[config.mk]
export PLATFORM = sky130hd
export DESIGN_NAME = dvp_pixel_packer_flat
export DESIGN_NICKNAME = d
export VERILOG_FILES = /design/src/rtl/dvp_pixel_packer_if.sv /design/src/rtl/dvp_pixel_packer.sv /design/src/flat_wrapper.sv
export SDC_FILE = /design/constraint.sdc
export NUM_CORES = 1
export LEC_CHECK = 0
export CAP_MARGIN = 20
export CORE_UTILIZATION = 55
export DETAILED_ROUTE_END_ITERATION = 7
export HOLD_SLACK_MARGIN = 0.15
export PLACE_DENSITY = 0.73
export SLEW_MARGIN = 20
export SYNTH_ARGS = -nofsm -noshare
export SYNTH_HDL_FRONTEND = slang
export SYNTH_SLANG_ARGS = --single-unit
[constraint.sdc]
create_clock -name pclk -period 3.7 [get_ports pclk]
set_input_delay 0.925 -clock pclk [delete_from_list [all_inputs] [get_ports pclk]]
set_output_delay 0.925 -clock pclk [all_outputs]
set_load 0.02 [all_outputs]
[src/rtl/dvp_pixel_packer_if.sv]
// AXI4-Stream style video bus shared by the byte input and the pixel output of dvp_pixel_packer.
interface dvp_pixel_packer_if #(
  parameter int DW = 8
);
  logic [DW-1:0] tdata;
  logic          tvalid;
  logic          tready;
  logic          tlast;
  logic          tuser;

  modport master (output tdata, output tvalid, output tlast, output tuser, input tready);
  modport slave  (input tdata, input tvalid, input tlast, input tuser, output tready);
endinterface

[src/rtl/dvp_pixel_packer.sv]
// Pairs DVP bytes into 16-bit pixels, buffers them in a FIFO for a back-pressured AXIS master,
// drops on overflow, realigns on SOF and keeps line/frame statistics.
module dvp_pixel_packer #(
  parameter int BYTE_SWAP  = 0,
  parameter int FIFO_DEPTH = 16,
  parameter int CNT_W      = 12
) (
  input  logic                pclk,
  input  logic                rst,
  dvp_pixel_packer_if.slave   s_axis,
  dvp_pixel_packer_if.master  m_axis,
  input  logic                clear_status,
  output logic                overflow,
  output logic                align_err,
  output logic [CNT_W-1:0]    line_pixels,
  output logic [CNT_W-1:0]    frame_lines
);

  localparam int             AW      = $clog2(FIFO_DEPTH);
  localparam logic [AW:0]    DEPTH_C = (AW+1)'(FIFO_DEPTH);
  localparam logic [AW:0]    CNT_ONE = {{AW{1'b0}}, 1'b1};
  localparam logic [AW-1:0]  PTR_ONE = {{(AW-1){1'b0}}, 1'b1};

  typedef enum logic [1:0] {
    WAIT_SOF = 2'd0,
    FIRST    = 2'd1,
    SECOND   = 2'd2,
    DROP     = 2'd3
  } state_t;

  function automatic logic [CNT_W-1:0] sat_inc(input logic [CNT_W-1:0] v);
    if (&v) sat_inc = v;
    else    sat_inc = v + {{(CNT_W-1){1'b0}}, 1'b1};
  endfunction

  state_t           state_r;
  logic [7:0]       first_r;
  logic             sof_pend_r;
  logic [17:0]      mem_r [FIFO_DEPTH];
  logic [AW-1:0]    wr_ptr_r;
  logic [AW-1:0]    rd_ptr_r;
  logic [AW:0]      count_r;
  logic             tvalid_r;
  logic             overflow_r;
  logic             align_err_r;
  logic [CNT_W-1:0] pix_cnt_r;
  logic [CNT_W-1:0] line_cnt_r;
  logic [CNT_W-1:0] line_pixels_r;
  logic [CNT_W-1:0] frame_lines_r;

  logic             pop_s;
  logic             full_s;
  logic             pix_vld_s;
  logic             push_s;
  logic             drop_s;
  logic             align_set_s;
  logic [15:0]      pix_data_s;
  logic [AW:0]      count_nxt_s;
  logic [17:0]      rd_word_s;
  logic [CNT_W-1:0] pix_inc_s;
  logic [CNT_W-1:0] line_base_s;

  assign pop_s       = tvalid_r & m_axis.tready;
  assign full_s      = (count_r == DEPTH_C);
  assign pix_vld_s   = s_axis.tvalid && (state_r == SECOND) && !s_axis.tuser;
  // A full FIFO still takes the pixel when the head leaves in the same cycle.
  assign push_s      = pix_vld_s && (!full_s || pop_s);
  assign drop_s      = pix_vld_s && !push_s;
  assign align_set_s = s_axis.tvalid &&
                       (((state_r == FIRST) && s_axis.tlast) ||
                        ((state_r == SECOND) && s_axis.tuser));
  assign rd_word_s   = mem_r[rd_ptr_r];
  assign pix_inc_s   = sat_inc(pix_cnt_r);
  assign line_base_s = sof_pend_r ? {CNT_W{1'b0}} : line_cnt_r;

  assign s_axis.tready = 1'b1;
  assign m_axis.tvalid = tvalid_r;
  assign overflow      = overflow_r;
  assign align_err     = align_err_r;
  assign line_pixels   = line_pixels_r;
  assign frame_lines   = frame_lines_r;

  // Byte order of the packed pixel.
  always_comb begin
    if (BYTE_SWAP != 0) pix_data_s = {s_axis.tdata, first_r};
    else                pix_data_s = {first_r, s_axis.tdata};
  end

  // Next FIFO occupancy.
  always_comb begin
    case ({push_s, pop_s})
      2'b10:   count_nxt_s = count_r + CNT_ONE;
      2'b01:   count_nxt_s = count_r - CNT_ONE;
      default: count_nxt_s = count_r;
    endcase
  end

  // Output fields are forced to zero while no pixel is presented.
  always_comb begin
    if (tvalid_r) begin
      m_axis.tdata = rd_word_s[15:0];
      m_axis.tlast = rd_word_s[16];
      m_axis.tuser = rd_word_s[17];
    end else begin
      m_axis.tdata = 16'h0000;
      m_axis.tlast = 1'b0;
      m_axis.tuser = 1'b0;
    end
  end

  // Byte-pairing state machine.
  always_ff @(posedge pclk) begin
    if (rst) begin
      state_r    <= WAIT_SOF;
      first_r    <= 8'h00;
      sof_pend_r <= 1'b0;
    end else if (s_axis.tvalid) begin
      case (state_r)
        WAIT_SOF, DROP: begin
          if (s_axis.tuser) begin
            first_r    <= s_axis.tdata;
            sof_pend_r <= 1'b1;
            state_r    <= SECOND;
          end
        end
        FIRST: begin
          if (!s_axis.tlast) begin
            first_r    <= s_axis.tdata;
            sof_pend_r <= s_axis.tuser;
            state_r    <= SECOND;
          end
        end
        SECOND: begin
          if (s_axis.tuser) begin
            first_r    <= s_axis.tdata;
            sof_pend_r <= 1'b1;
          end else if (push_s) begin
            state_r <= FIRST;
          end else begin
            state_r <= DROP;
          end
        end
        default: state_r <= WAIT_SOF;
      endcase
    end
  end

  // Pixel storage; pointers alone define validity, so the array needs no reset.
  always_ff @(posedge pclk) begin
    if (push_s) mem_r[wr_ptr_r] <= {sof_pend_r, s_axis.tlast, pix_data_s};
  end

  // FIFO pointers and registered valid.
  always_ff @(posedge pclk) begin
    if (rst) begin
      wr_ptr_r <= {AW{1'b0}};
      rd_ptr_r <= {AW{1'b0}};
      count_r  <= {(AW+1){1'b0}};
      tvalid_r <= 1'b0;
    end else begin
      if (push_s) wr_ptr_r <= wr_ptr_r + PTR_ONE;
      if (pop_s)  rd_ptr_r <= rd_ptr_r + PTR_ONE;
      count_r  <= count_nxt_s;
      tvalid_r <= (count_nxt_s != {(AW+1){1'b0}});
    end
  end

  // Sticky flags and statistics; SOF restarts the line count before the pixel's own line is counted.
  always_ff @(posedge pclk) begin
    if (rst) begin
      overflow_r    <= 1'b0;
      align_err_r   <= 1'b0;
      pix_cnt_r     <= {CNT_W{1'b0}};
      line_cnt_r    <= {CNT_W{1'b0}};
      line_pixels_r <= {CNT_W{1'b0}};
      frame_lines_r <= {CNT_W{1'b0}};
    end else begin
      if (drop_s)            overflow_r <= 1'b1;
      else if (clear_status) overflow_r <= 1'b0;
      if (align_set_s)       align_err_r <= 1'b1;
      else if (clear_status) align_err_r <= 1'b0;
      if (push_s) begin
        if (sof_pend_r) frame_lines_r <= line_cnt_r;
        if (s_axis.tlast) begin
          line_pixels_r <= pix_inc_s;
          pix_cnt_r     <= {CNT_W{1'b0}};
          line_cnt_r    <= sat_inc(line_base_s);
        end else begin
          pix_cnt_r  <= pix_inc_s;
          line_cnt_r <= line_base_s;
        end
      end
    end
  end

endmodule

[src/flat_wrapper.sv]
// flat-port wrapper written by rule: the top's interface ports become plain ports
module dvp_pixel_packer_flat 
#(
  parameter int BYTE_SWAP  = 0,
  parameter int FIFO_DEPTH = 16,
  parameter int CNT_W      = 12
)
  (pclk, rst, clear_status, overflow, align_err, line_pixels, frame_lines, s_axis_tdata, s_axis_tvalid, s_axis_tlast, s_axis_tuser, s_axis_tready, m_axis_tdata, m_axis_tvalid, m_axis_tlast, m_axis_tuser, m_axis_tready);
  dvp_pixel_packer_if #(.DW(8)) s_axis_i ();
  dvp_pixel_packer_if #(.DW(16)) m_axis_i ();
  input  logic pclk;
  input  logic rst;
  input  logic clear_status;
  output logic overflow;
  output logic align_err;
  output logic [CNT_W-1:0] line_pixels;
  output logic [CNT_W-1:0] frame_lines;
  input wire logic [$bits(s_axis_i.tdata)-1:0] s_axis_tdata;
  input wire logic [$bits(s_axis_i.tvalid)-1:0] s_axis_tvalid;
  input wire logic [$bits(s_axis_i.tlast)-1:0] s_axis_tlast;
  input wire logic [$bits(s_axis_i.tuser)-1:0] s_axis_tuser;
  output wire logic [$bits(s_axis_i.tready)-1:0] s_axis_tready;
  output wire logic [$bits(m_axis_i.tdata)-1:0] m_axis_tdata;
  output wire logic [$bits(m_axis_i.tvalid)-1:0] m_axis_tvalid;
  output wire logic [$bits(m_axis_i.tlast)-1:0] m_axis_tlast;
  output wire logic [$bits(m_axis_i.tuser)-1:0] m_axis_tuser;
  input wire logic [$bits(m_axis_i.tready)-1:0] m_axis_tready;
  assign s_axis_i.tdata = s_axis_tdata;
  assign s_axis_i.tvalid = s_axis_tvalid;
  assign s_axis_i.tlast = s_axis_tlast;
  assign s_axis_i.tuser = s_axis_tuser;
  assign s_axis_tready = s_axis_i.tready;
  assign m_axis_tdata = m_axis_i.tdata;
  assign m_axis_tvalid = m_axis_i.tvalid;
  assign m_axis_tlast = m_axis_i.tlast;
  assign m_axis_tuser = m_axis_i.tuser;
  assign m_axis_i.tready = m_axis_tready;
  dvp_pixel_packer #(.BYTE_SWAP(BYTE_SWAP), .FIFO_DEPTH(FIFO_DEPTH), .CNT_W(CNT_W)) u_core (.pclk(pclk), .rst(rst), .s_axis(s_axis_i), .m_axis(m_axis_i), .clear_status(clear_status), .overflow(overflow), .align_err(align_err), .line_pixels(line_pixels), .frame_lines(frame_lines));
endmodule
Word-level counts from Yosys, hierarchy flattened
Memories as Yosys holds them, arrays and structs flattened. A register that Yosys moved wholly into a read port is not among the register bits.
Cells that the tools add are included.
Cells by class
  order comparisons: 0
  bitwise operators: 1
  multiply operators: 0
  shift operators: 0
  mux-type cells: 27
  divide/modulo/power cells: 0
  eq/ne operators: 10
  add/subtract/negate cells: 6
  reductions and logical operators: 24
Operators by type and width (number)
  12-bit two-way mux: 5
  12-bit by 1-bit adder with 12-bit output (second input constant): 2
  12-bit AND reduction: 2
  16-bit two-way mux: 1
  8-bit two-way mux: 2
  8-bit case mux with 2 select lines: 1
  5-bit case mux with 2 select lines: 1
  1-bit two-way mux: 9
  4-bit by 1-bit adder with 4-bit output (second input constant): 2
  2-bit two-way mux: 4
  4-bit two-way mux: 2
  1-bit logical AND: 7
  2-bit == test (second input constant): 3
  2-bit != test (second input constant): 3
  2-bit case mux with 3 select lines: 1
  5-bit by 1-bit adder with 5-bit output (second input constant): 1
  5-bit == test (second input constant): 1
  5-bit nonzero test: 1
  5-bit by 1-bit subtractor with 5-bit output (second input constant): 1
  2-bit by 1-bit == test with 1-bit output (second input constant): 2
  2-bit AND reduction: 2
  4-bit AND reduction: 1
  2-bit nonzero test: 2
  1-bit logical NOT: 3
  8 further kinds: 9
Storage, ports and cells
  bits of input ports: 15
  latch bits: 0
  bits in registers: 75
  memories kept: 1
  ROM bits: 0
  RAM bits: 288
Memories
  u_core.mem_r: depth 16, width 18, rd ports 1, clocked after Yosys merged registers in 1, wr ports 1, RTL line dvp_pixel_packer.sv:39  | logic [17:0] mem_r [FIFO_DEPTH];

Logic depth before layout (Yosys ltp)
  word-level depth: 7
  gate-level depth with buffers: 11
  depth with buffers taken out: 10

Worst setup path after synthesis
Ideal clock, no wire load.
  kind: input -> register
  start: in s_axis_tuser
  end: mem u_core.mem_r[1][0], enable pin
  stages on the path: 5
  path slack: 251 ps
  arrival: 3034 ps
  data required time: 3284 ps
  cell sequence: nand3b_1 a31oi_2 buf_2 nand2_1 nor3_1
Between the ends
  cells in the longest elaborated chain, start to end: 5
RTL lines
  start: declaration: RTL line flat_wrapper.sv:21  | input wire logic [$bits(s_axis_i.tuser)-1:0] s_axis_tuser;
  1-bit logical NOT: RTL line dvp_pixel_packer.sv:65  | assign pix_vld_s = s_axis.tvalid && (state_r == SECOND) && !s_axis.tuser;
  1-bit logical AND: RTL line dvp_pixel_packer.sv:65
  1-bit logical AND: RTL line dvp_pixel_packer.sv:67  | assign push_s = pix_vld_s && (!full_s || pop_s);
  1-bit two-way mux: RTL line dvp_pixel_packer.sv:150  | if (push_s) mem_r[wr_ptr_r] <= {sof_pend_r, s_axis.tlast, pix_data_s};
  1-bit two-way mux (not written as such): RTL line dvp_pixel_packer.sv:150
  end: declaration: RTL line dvp_pixel_packer.sv:39
Every way passes these cells.

==> results.md <==
Outcome:
- The run finished, with violations left.
- The final reports fail on design-rule violations.

Placed design:
- The number of buffers inserted by port buffering is 59.
- The total instance count after detailed placement is 1276.
- The HPWL after detailed placement is 17.63 mm.
- Prior to clock tree synthesis, the placed netlist has a worst setup slack of 0.2281 ns.
- The final estimated routing congestion in global placement is 0.7768.

Worst setup path:
- The largest incremental delay on the critical path is 0.50 ns.
- The worst setup path is captured at an output port.
- The signal on the critical path passes through buf_12 > bufbuf_16 > buf_4 > mux4_2 > mux4_2 > and2_1 > buf_2.
- The required arrival time at the worst endpoint is 2.77 ns.
- The kind of critical path is reg -> out.
- The cell at the slowest stage of the critical path is mux4_2.
- The kind of start point of the critical path is a register.
- The buffering stage count on the worst path with inverters included is 4.
- In this run the worst path has a maximum fanout of 6.
- The critical path's most frequent cell is mux4_2.
- The largest delay contributor family on the critical path is multiplexers.
- For the worst setup path, the data arrival time is 2.73 ns.

Drt:
- The routed via count is 8349.
- For this block, the routed nets add up to 31.96 mm of wire.
- The initial detailed-routing violation count is 825.
- The detail-routed via count per cell is 6.157.
- For this run, the detailed router's first-pass iteration total came to 7.
- In this run the remaining antenna-violating nets after routing total 0.
- Dividing the detail-routed wire length by the instance count gives 23.57 um.
- After detailed routing, the number of remaining DRC violations is 7.

Layout:
- In the layout the commonest cells are edfxtp_1, mux4_2, dfxtp_1.
- The layout cell share with drive strength beyond 1 is 23.11%.
- The finished layout holds 1356 standard cells, fillers aside.
- The total number of nets in the final design is 1020.
- Relative to the synthesized area, the layout overhead comes to 17.63%.
- The layout has 1739 filler cells.
- For this run, the share of the core covered by cells in the final layout is 66.30%.
- The most common cell after layout, fill and taps aside is edfxtp_1.
- 0 antenna diodes ended up in the layout.

Synth:
- The top-area cell type share of the netlist area is 58.55%.
- The mapped netlist covers 14770 um^2.
- During synthesis, Yosys emitted a total of 0 warnings.
- Of the post-synthesis cell area, the part taken by muxes is 14.76%.
- The largest area contributor in the synthesized netlist is edfxtp_1.
- After synthesis, the largest family of logic cells by area is multiplexers.
- The number of nets in the synthesized netlist is 911.
- For this run, the leading register cell type out of synthesis is edfxtp_1.
- The portion of the post-synthesis area used by sequential elements is 69.26%.
- The synthesized instance count is 882.
- The share of the synthesized area in compound gates (AO/OA/AOI/OAI) is 4.024%.
- Summing the areas of all xor and xnor instances in the mapped netlist gives 1.127% of the synthesized area.
- Summing the areas of all and, or, nand and nor instances in the mapped netlist gives 7.488% of the synthesized area.
- The post-synthesis share of cell area spent on full adders, half adders and majority gates is 1.237%.
- Ranked by total cell area, the synthesized netlist is headed by edfxtp_1, mux4_2, dfxtp_1.
- The netlist uses 58 different library cells.
- The synthesized design contains 288 enable-type register cells.
- The share of synthesized registers carrying an async set or reset is 0%.
- A synthesized cell averages 16.75 um^2.
- The synthesized design contains 367 register bits.

STA:
- The number of pins with negative max-slew slack in the final report is 0.
- The count of final setup violators is 0.
- The period utilization is 98.80%.
- On the final layout, the worst hold slack is 0.4568 ns.
- In this run the tightest slew margin relative to its limit is 31.89%.
- The maximum achievable frequency is 273.6 MHz.
- Setup repair after global routing could not meet its margin everywhere.
- For the finished layout, the period the worst path requires is 3.656 ns.
- In the post-route analysis, the smallest setup slack over all paths is 0.04443 ns.
- At the pin with the least slew margin, the transition time is 1.018 ns.
- Between clock sinks in the finished design, the worst skew comes to 0.02393 ns.
- The final-report hold violation count is 0.

Floorplanning:
- The effective utilization at floorplan is 56.36%.
- In this run the vertical extent of the chip is 165.9 um.
- The die is 165.9 um wide.
- 61 I/O pins were placed.
- The placeable core region is 26210 um^2.
- The count of standard-cell rows is 59.
- The die covers 27510 um^2.

Pwr:
- For this design the ratio of total power to cell area is 543.3 nW/um^2.
- Summed over all cells, the static leakage comes to 0.005637 uW.
- VDD sags by at most 0.0003079 V.

Clock tree:
- CTS built an H-tree with a depth of 2.
- The count of hold-fix buffers inserted at cts is 0.
- TritonCTS built the clock tree.
- Clock tree synthesis inserted a total of 38 buffers.
- Counting along the longest clock path gives a buffer depth of 3.
- The clock sink count is 367.
- The clock network latency to the later pin of the worst-skew pair is 0.54 ns.
- Clock tree synthesis selected as its root buffer the cell clkbuf_16.
- After clock tree synthesis, the clock-pin slew on the worst setup and hold paths is 0.06 ns.

Run:
- The number of maximum-capacitance constraint violations is 0.

Global routing:
- The global-route wire length before repair is 49.30 mm.
- The overall fraction of global-route tracks in use is 23.95%.
- The initial antenna violation count is 0.
- The number of global-route vias before repair was 8374.
- The largest net degree at the start of global routing is 45.
- After global routing the overflow that remains totals 0.

Worst hold path:
- The type of the worst min-delay path is reg -> reg.
==> layout make-up <==
class	count	area (um^2)	area share, %
flip-flops and latches	367	10230	58.91
repair buffers	119	1149	6.611
well taps	335	419.2	2.412
multi-input cells	455	4284	24.66
clock buffers	53	1069	6.150
clock inverters	17	181.4	1.044
inverters	10	37.54	0.2160
==> metal layers <==
| metal | vias up | track usage, % | share of wire, % |
|---|---|---|---|
| li1 | 3677 | - | - |
| met1 | 4254 | 32.12 | 41 |
| met2 | 350 | 40.03 | 50 |
| met3 | 68 | 4.123 | 7.3 |
| met4 | 0 | 8.249 | 2.5 |
| met5 | - | 0 | 0 |
==> cells in the mapped netlist (all sizes together), types with 3 or more instances <==
| library cell | instances |
|---|---|
| a21oi | 44 |
| o21ai | 9 |
| nand4b | 4 |
| a211oi | 6 |
| nand3b | 3 |
| nor3 | 21 |
| nand3 | 12 |
| a311oi | 4 |
| mux2 | 3 |
| and2 | 21 |
| mux2i | 12 |
| xor2 | 12 |
| xnor2 | 7 |
| mux4 | 90 |
| o211ai | 3 |
| nor2 | 61 |
| dfxtp | 79 |
| ha | 13 |
| clkbuf | 26 |
| nor2b | 5 |
| nor4 | 7 |
| o21a | 3 |
| nand2b | 5 |
| buf | 24 |
| a31oi | 5 |
| nand4 | 8 |
| inv | 10 |
| nand2 | 66 |
| edfxtp | 288 |
| nor3b | 3 |
| a22oi | 3 |
==> logic make-up (layout without fill, tap and decap cells) <==
logic type | count (synthesis) | in the layout
simple gates | 226 | 226
fa+ha+maj | 14 | 14
compound gates | 90 | 90
buf+inv | 60 | 199
mux | 105 | 105
other cells | 1 | 1
flops | 367 | 367
xor+xnor | 19 | 19
==> report_power, final <==
part	internal [uW]	total, uW	switching (uW)
registers	4490	4540	55.9
clock network	2240	3770	1530
logic	586	1130	540
==> worst paths after layout <==
check | start | endpoint | slack [ns] | depth (start not counted)
worst min-delay path | u_core.frame_lines[10] | u_core.frame_lines[10] | 0.46 | 2
worst max register to register | u_core.m_axis.tvalid | u_core.line_pixels[4] | 1.11 | 6
worst min register to register | u_core.frame_lines[10] | u_core.frame_lines[10] | 0.46 | 2
worst max-delay path | register | m_axis_tdata[9] | 0.04 | 7
==> stage by stage <==
stage / setup TNS (ns) / power, uW / area, um^2
after floorplan: 0 / 5363 / 14770
after global placement: 0 / 5662 / 16010
after detailed placement: 0 / 5678 / 16010
after CTS: -0.07022 / 9482 / 17350
after global routing: -0.01666 / 9743 / 17370
final: 0 / 9439 / 17370
==> worst min-delay path, delay by kind of cell (launching register included) <==
| family | cells | cell delay [ns] |
|---|---|---|
| flip-flops | 1 | 0.31 |
| AND/OR/NAND/NOR | 1 | 0.05 |
| AO/OA/AOI/OAI | 1 | 0.05 |
==> flip-flops by register name (all words and copies together) (netlist names), named ones only <==
signal / cells
u_core.align_err: 1
u_core.overflow: 1
u_core.pix_cnt_r: 12
u_core.m_axis.tvalid: 1
u_core.frame_lines: 12
u_core.sof_pend_r: 1
u_core.mem_r: 288
u_core.line_pixels: 12
u_core.state_r: 2
u_core.wr_ptr_r: 4
u_core.line_cnt_r: 12
u_core.count_r: 5
u_core.first_r: 8
u_core.rd_ptr_r: 4
==> what timing repair did <==
action                                  4_1_cts  5_1_grt
gates resized for setup                      26       10
endpoints found under the setup margin       18       12
buffers inserted                              8        0
cloned                                        1        1
pin swaps                                     0        0
Note: power is estimated with default switching activity, not from simulation.
==> RTL change: new RTL, same flow settings <==
Encoding of `state_t`: now one-hot (4 bits for 4 states).
--- a/src/rtl/dvp_pixel_packer.sv
+++ b/src/rtl/dvp_pixel_packer.sv
@@ -23,7 +23,7 @@
 
-  typedef enum logic [1:0] {
-    WAIT_SOF = 2'd0,
-    FIRST    = 2'd1,
-    SECOND   = 2'd2,
-    DROP     = 2'd3
+  typedef enum logic [3:0] {
+    WAIT_SOF = 4'b0001,
+    FIRST    = 4'b0010,
+    SECOND   = 4'b0100,
+    DROP     = 4'b1000
   } state_t;
Formal check against the unedited RTL: same outputs for any inputs over 4 cycles, from zero or initial values and one cycle with rst high; so few cycles prove little.
==> RTL change against the unedited design <==
Setup slack better by 0.022 ns; die area increased by 1.0%; synthesized area is 1.0% higher; sequential cell count up 2; design area rose by 2.0%; via count grew 1.4%; wire length increased by 2.6%.
Power is not compared: it rests on default switching activity, and its combinational part moved more than twofold at a synthesized area within 25%.
==> RTL change: results <==
[global_routing]
grt_first_pass_wirelength_mm = 50.3
grt_antenna_before_repair = 2
grtUsageTotal_pct = 24.4
grt_pass1_vias = 8557
grt_max_degree = 73

[setup_path]
cp.arrival_ns = 2.71
rrSetupSlack_ns = 0.65
r2r_end = u_core.m_axis.tvalid
worst-r2r-cell-count = 12
cp_max_fo = 16
reg2reg_from = u_core.state_r[3]

[synth]
muxShareOfSynthArea_pct = 14.3
yosys.area_share.adder_pct = 0.839
ys_top_cells_by_area = edfxtp_1, mux4_2, dfxtp_1
synth_nets = 936
yosys.area_share.xor_xnor_pct = 1.23
synthDistinctLibCells = 65
synth_common_cells = edfxtp_1, mux4_2, dfxtp_1, nor2_1, nand2_1
synth_compound_area_share_pct = 5.18
ys_seq_area_share_pct = 68.8

[timing]
whs_ns = 0.453
skew_ns = 0.0214
final_max_slew_viol_count = 0
worst_slew_margin_rel_pct = 48.0

[clock_network]
cts_root_buf = clkbuf_16
cts.htree.levels = 2

[detailed_routing]
first_iter_violations = 735
vias = 8462
post_drt_wl_per_cell_microns = 23.7
dr.pass1.iters = 5

[outcome]
status = finished, final reports clean

[place]
place_area_sq_mm = 0.0164
place_congestion = 0.774
io_buffers = 59
hpwlAfterDp_mm = 18.3

[cells_and_area]
antennaDiodeCount = 0
final_nets = 1045
nFillCells = 1773
drive_gt1_share_pct = 25.3
synthToLayoutAreaGrowth_pct = 18.7

[worst_hold_path]
hold_end = u_core.frame_lines[9]
hold_start = u_core.frame_lines[9]

[pwr]
p_leak_uw = 0.00569
==> RTL change: changes by cell type after synthesis, moves of 4 or more <==
cell / unedited run / this run
nor4_1: 6 / 1
nor3_1: 21 / 12
buf_6: 8 / 4
o211ai_1: 3 / 9
a21oi_1: 44 / 56
a211o_1: 0 / 5
clkbuf_1: 26 / 39
nand2_1: 66 / 60
==> RTL change: how the worst max path moves through the flow <==
stage                            to  slack (ns)  cells after the start
2_1_floorplan  u_core.m_axis.tvalid       -0.02                     15
3_3_place_gp   u_core.m_axis.tvalid       -0.20                     13
3_5_place_dp   u_core.m_axis.tvalid       -0.33                     13
4_1_cts             m_axis_tdata[2]       0.003                      6
5_1_grt             m_axis_tdata[3]       0.003                      6
6_report           m_axis_tdata[12]        0.07                      5
==> RTL change: cells by family (layout without fill, tap and decap cells) <==
group           after synthesis  after routing
compound gates              121            121
xor+xnor                     21             21
fa+ha+maj                    10             10
buf+inv                      69            208
flops                       369            369
mux                         101            101
other cells                   1              1
simple gates                219            219
==> RTL change: what timing repair did <==
action | CTS | global route
resized for setup | 47 | 12
endpoints found under the setup margin | 18 | 7
pin swaps | 0 | 0
buffers inserted | 4 | 4
cloned | 2 | 0
==> RTL change: area by class of cell <==
type                       count  share of cell area, %
clock buffer                  45                   5.69
clock inverter                25                   1.27
inverter                      10                  0.212
multi-input combinational    473                   25.0
sequential                   369                   58.0
tap                          335                   2.37
timing repair buffer         128                   7.43
==> RTL change: worst max-delay path, stage by stage, from the launching register on <==
cell	delay (ns)
dfxtp_4	0.47
buf_12	0.21
mux4_2	0.53
mux4_2	0.48
and2_1	0.17
dlygate4sd2_1	0.32
==> RTL change: metal layers <==
| layer | vias up | GRT usage, % | wire length (microns) |
|---|---|---|---|
| met4 | 0 | 6.28 | 575 |
| met5 | - | 0 | 0 |
| met1 | 4314 | 32.1 | 13300 |
| li1 | 3800 | - | - |
| met2 | 299 | 42.7 | 17100 |
| met3 | 49 | 3.49 | 1870 |
==> RTL change: through the flow <==
| stage | std cells | TNS, ns | worst slack [ns] |
|---|---|---|---|
| 2_1_floorplan | 911 | -0.0226 | -0.0226 |
| 3_3_place_gp | 1306 | -0.319 | -0.198 |
| 3_5_place_dp | 1306 | -0.670 | -0.331 |
| 4_1_cts | 1382 | 0 | 0.00253 |
| 5_1_grt | 1385 | 0 | 0.00296 |
| 6_report | 1385 | 0 | 0.0666 |
==> RTL change: power groups by stage <==
stage	Clock [uW]	Sequential [uW]	Combinational [uW]
floorplan	0	4610	131
global placement	0	4630	208
detailed placement	0	4630	213
CTS	3790	4540	218
global route	3950	4550	236
finish	3740	4550	218
